==> config.mk <==
export PLATFORM = sky130hd
export DESIGN_NAME = lfsr16_throttle
export DESIGN_NICKNAME = d
export VERILOG_FILES = /design/src/rtl/axis_video_chk_pkg.sv /design/src/rtl/lfsr16_throttle.sv
export SDC_FILE = /design/constraint.sdc
export NUM_CORES = 1
export LEC_CHECK = 0
export CAP_MARGIN = 20
export CORE_AREA = 5 5 42 44
export CTS_BUF_LIST = sky130_fd_sc_hd__clkbuf_4
export DETAILED_ROUTE_END_ITERATION = 10
export DIE_AREA = 0 0 47 49
export SLEW_MARGIN = 20
export SYNTH_ARGS = -nofsm -noshare
export SYNTH_HDL_FRONTEND = slang
export SYNTH_SLANG_ARGS = --single-unit
export TNS_END_PERCENT = 10
==> constraint.sdc <==
create_clock -name clock -period 1 [get_ports clock]
set_input_delay 0.2 -clock clock [delete_from_list [all_inputs] [get_ports clock]]
set_output_delay 0.2 -clock clock [all_outputs]
set_load 0.1 [all_outputs]
==> src/rtl/axis_video_chk_pkg.sv <==
// ---------------------------------------------------------------------------
// axis_video_chk_pkg
// Shared types and constants for the AXI4-Stream video checker:
//   - chk_state_e  : checker FSM states
//   - ERR_*        : bit positions inside err_flags
//   - LFSR_*       : seed and tap mask of the 16-bit tready throttle LFSR
//   - lfsr16Next() : one Fibonacci step of that LFSR
// ---------------------------------------------------------------------------
package axis_video_chk_pkg;

  typedef enum logic {
    WAIT_SOF = 1'b0,
    ACTIVE   = 1'b1
  } chk_state_e;

  localparam int ERR_SOF       = 3;
  localparam int ERR_EOL_EARLY = 2;
  localparam int ERR_EOL_LATE  = 1;
  localparam int ERR_DATA      = 0;

  localparam logic [15:0] LFSR_SEED = 16'hACE1;

  // Taps 16,14,13,11 expressed as a mask over bits [15:0] (bits 15,13,12,10).
  localparam logic [15:0] LFSR_TAPS = 16'hB400;

  // Shift left, feeding back the XOR of the tapped bits into bit 0.
  function automatic logic [15:0] lfsr16Next(input logic [15:0] state);
    logic feedback;
    feedback = ^(state & LFSR_TAPS);
    return {state[14:0], feedback};
  endfunction

endpackage

==> src/rtl/lfsr16_throttle.sv <==
// ---------------------------------------------------------------------------
// lfsr16_throttle
// Pseudo-random ready generator used to exercise upstream backpressure.
// A free-running 16-bit Fibonacci LFSR advances every cycle; ready is
// registered and low whenever the two LSBs are both zero (about 1 in 4).
// Ports:
//   clock  : clock
//   rst_n  : asynchronous active-low reset
//   enable : ready is forced low while this is low
//   ready  : registered throttled ready
// ---------------------------------------------------------------------------
module lfsr16_throttle
  import axis_video_chk_pkg::*;
(
  input  logic clock,
  input  logic rst_n,
  input  logic enable,
  output logic ready
);

  logic [15:0] lfsr_q;
  logic        ready_q;

  // LFSR keeps running regardless of enable so the pattern is a pure
  // function of the cycle count since reset.
  always_ff @(posedge clock or negedge rst_n) begin
    if (!rst_n) begin
      lfsr_q  <= LFSR_SEED;
      ready_q <= 1'b0;
    end else begin
      lfsr_q  <= lfsr16Next(lfsr_q);
      ready_q <= enable & (lfsr_q[1:0] != 2'b00);
    end
  end

  assign ready = ready_q;

endmodule

==> qor.csv <==
metric,value,unit
CORE AREA,1401,sq um
Synth top cells by count,"dfrtp_1 (9), dfstp_2 (8), xnor2_1 (2), o21a_1 (1), xor2_1 (1)",
nets,33,
max-cap viol count,0,
Via Count,179,
I/O pins,4,
Final Hold Vio Count,0,
dominant cells by area after synthesis,"dfrtp_1 (48%), dfstp_2 (45%), xnor2_1 (3.7%)",
die span in x,47,um
number of global-route vias before repair,233,
most frequent cell after synthesis,dfrtp_1,
Vias/cell,3.978,
CP max FO,1,
register area share after synthesis,92.80,%
post-CTS setup buffer count,0,
RSZ-0062 raised after global routing,yes,
Mapped Nets,24,
crit-path max cell delay,0.42,ns
drt pass-1 iters,1,
Leakage Power,0.2654,nW
status,finished with violations,
"Distinct cells, synth",5,
maximum vdd drop,0.8756,mV
final slew viol count,0,
final setup vio count,1,
P_sw,0.1959,mW
total gr overflow,0,
clock slew at reported path FFs,0.09,ns
CTS root buffer,clkbuf_4,
maximum clock path buffer count,2,
Combinational Power Share,2.7,%
Initial Utilization,33.48,%
Routed WL per cell,13.11,um
netlist area before placement,469.2,sq um
Worst-Skew Late Latency,0.28,ns
1st-iter DRT viols,0,
PwrDens,1862,nW/um^2
Synth Area per Inst,22.34,sq um
dominant synthesized flop cell,dfrtp_1,
post-CTS sizing,0,
GRT Total Usage,7.431,%
CTS Sinks,17,
Post-CTS Hold Fix Bufs,0,
leading area contributor after synthesis,dfrtp_1,
CTS tree,built,
Final min period,1.067,ns
Filler cells,129,
diode count,0,
initial antenna violation count,0,
Async SR Flop Fraction,100.0,%
Arrival @ worst endpoint,0.87,ns
crit path buf inv count,1,
Reg-to-Reg Start,lfsr_q[15]$_DFF_PN1_,
fin util,41.43,%
"delay-heaviest family, CP",flip-flops,
final cell count without fillers,45,
failing checks,setup timing,
Placer Congestion,0.7003,
Pint,0.8851,mW
Placed Instances,41,
site row count,14,
Synth-to-Final Area Change,23.73,%
drc violations,0,
normalized max-slew margin,88.40,%
Fmax,937.3,MHz
largest net degree at the start of global routing,18,
first-pass GRT wire length,1.069,mm
Setup Total Neg Slack,-0.06690,ns
Least-Margin Pin Slew,0.1728,ns
CTS buffer count,3,
kind of critical path,reg -> out,
Flop pwr share,63.7,%
Worst Hold Class,in -> async,
Tcrit/Tclk final,106.7,%
Syn. warnings,0,
Final ANT Viol Nets,0,
hpwl dp,396.4,um
#FFs+latches synth,17,
Die ar.,2303,sq um
layout cells sized above 1,51.72,%
CP Capture Type,output pin,
Clk network pwr share,33.6,%
Synth Instances,21,
Fin Clk Skew,0.006865,ns
Port Buffers,3,
# H-tree levels,1,
worst reg2reg setup slack,0.07,ns
top cell type's share of synthesized area,48.00,%
Total Wirelength,590,um
crit path cell chain,buf_12,
Switching Share,18.12,%
crit path from,ready$_DFF_PN0_,
final setup margin,-0.06690,ns
"EDFF count, synth",0,
slowest CP cell,dfrtp_2,
startpoint types,flip-flop,
Chip Height,49,um
Worst Path Required,0.80,ns
## metal layers
layer	GRT usage, %	vias up	part of all wire (%)
li1	-	80	-
met1	9.264	96	45
met2	9.050	3	51
met3	3.321	0	4.2
met4	6.912	0	0
met5	0	-	0
## sequential cells by signal (all words and copies together) (netlist names)
| name | flops |
|---|---|
| lfsr_q | 16 |
| ready | 1 |
## cell families (layout without fill, tap and decap cells)
family | after synthesis | count (layout) | synth area share [%]
DFF | 17 | 17 | 92.80
xor gates and xnor gates | 3 | 3 | 5.601
AOI/OAI and AO/OA | 1 | 1 | 1.601
buffers and inverters | 0 | 8 | 0
## cell type report
cell class | count | area (sq um) | share of cell area [%]
Sequential cell | 17 | 436.7 | 75.22
Timing Repair Buffer | 4 | 60.06 | 10.34
Multi-Input combinational cell | 4 | 33.78 | 5.819
Clock buffer | 4 | 30.03 | 5.172
Tap cell | 16 | 20.02 | 3.448
## power groups by stage
stage | Combinational (mW) | Sequential, mW | Clock (mW)
floorplan | 0.000115 | 0.701 | 0
global placement | 0.0281 | 0.701 | 0
detailed placement | 0.0297 | 0.701 | 0
CTS | 0.0298 | 0.689 | 0.386
global route | 0.0326 | 0.689 | 0.414
finish | 0.0287 | 0.689 | 0.364
## cells in the final DEF, fill, tap and decap left out, drive strengths merged
| cell type | Yosys | routed |
|---|---|---|
| dfrtp | 9 | 9 |
| dfstp | 8 | 8 |
| clkbuf | 0 | 4 |
| xnor2 | 2 | 2 |
| clkdlybuf4s50 | 0 | 2 |
| buf | 0 | 2 |
| xor2 | 1 | 1 |
| o21a | 1 | 1 |
## stage by stage
step                      hold slack [ns]  setup slack (ns)  area, sq um  total power, mW
after floorplan                  -0.09559            0.1365        470.5           0.7011
after global placement             0.3359           0.06788        550.5           0.7289
after detailed placement           0.3388           0.09333        550.5           0.7305
after CTS                          0.2417          -0.08361        580.6            1.104
after global routing               0.2465           -0.1072        580.6            1.136
final                              0.2506          -0.06690        580.6            1.081
## path summary, 6_finish.rpt
kind / endpoint / depth (start not counted)
worst min register to register: lfsr_q[9]$_DFF_PN0_ / 0
min in group clock: lfsr_q[9]$_DFF_PN0_ / 0
max in group asynchronous: lfsr_q[13]$_DFF_PN1_ / 2
worst max register to register: lfsr_q[0]$_DFF_PN1_ / 2
worst max-delay path: ready / 1
worst min-delay path: lfsr_q[12]$_DFF_PN0_ / 2
No activity file was read; power rests on OpenSTA's default activity.
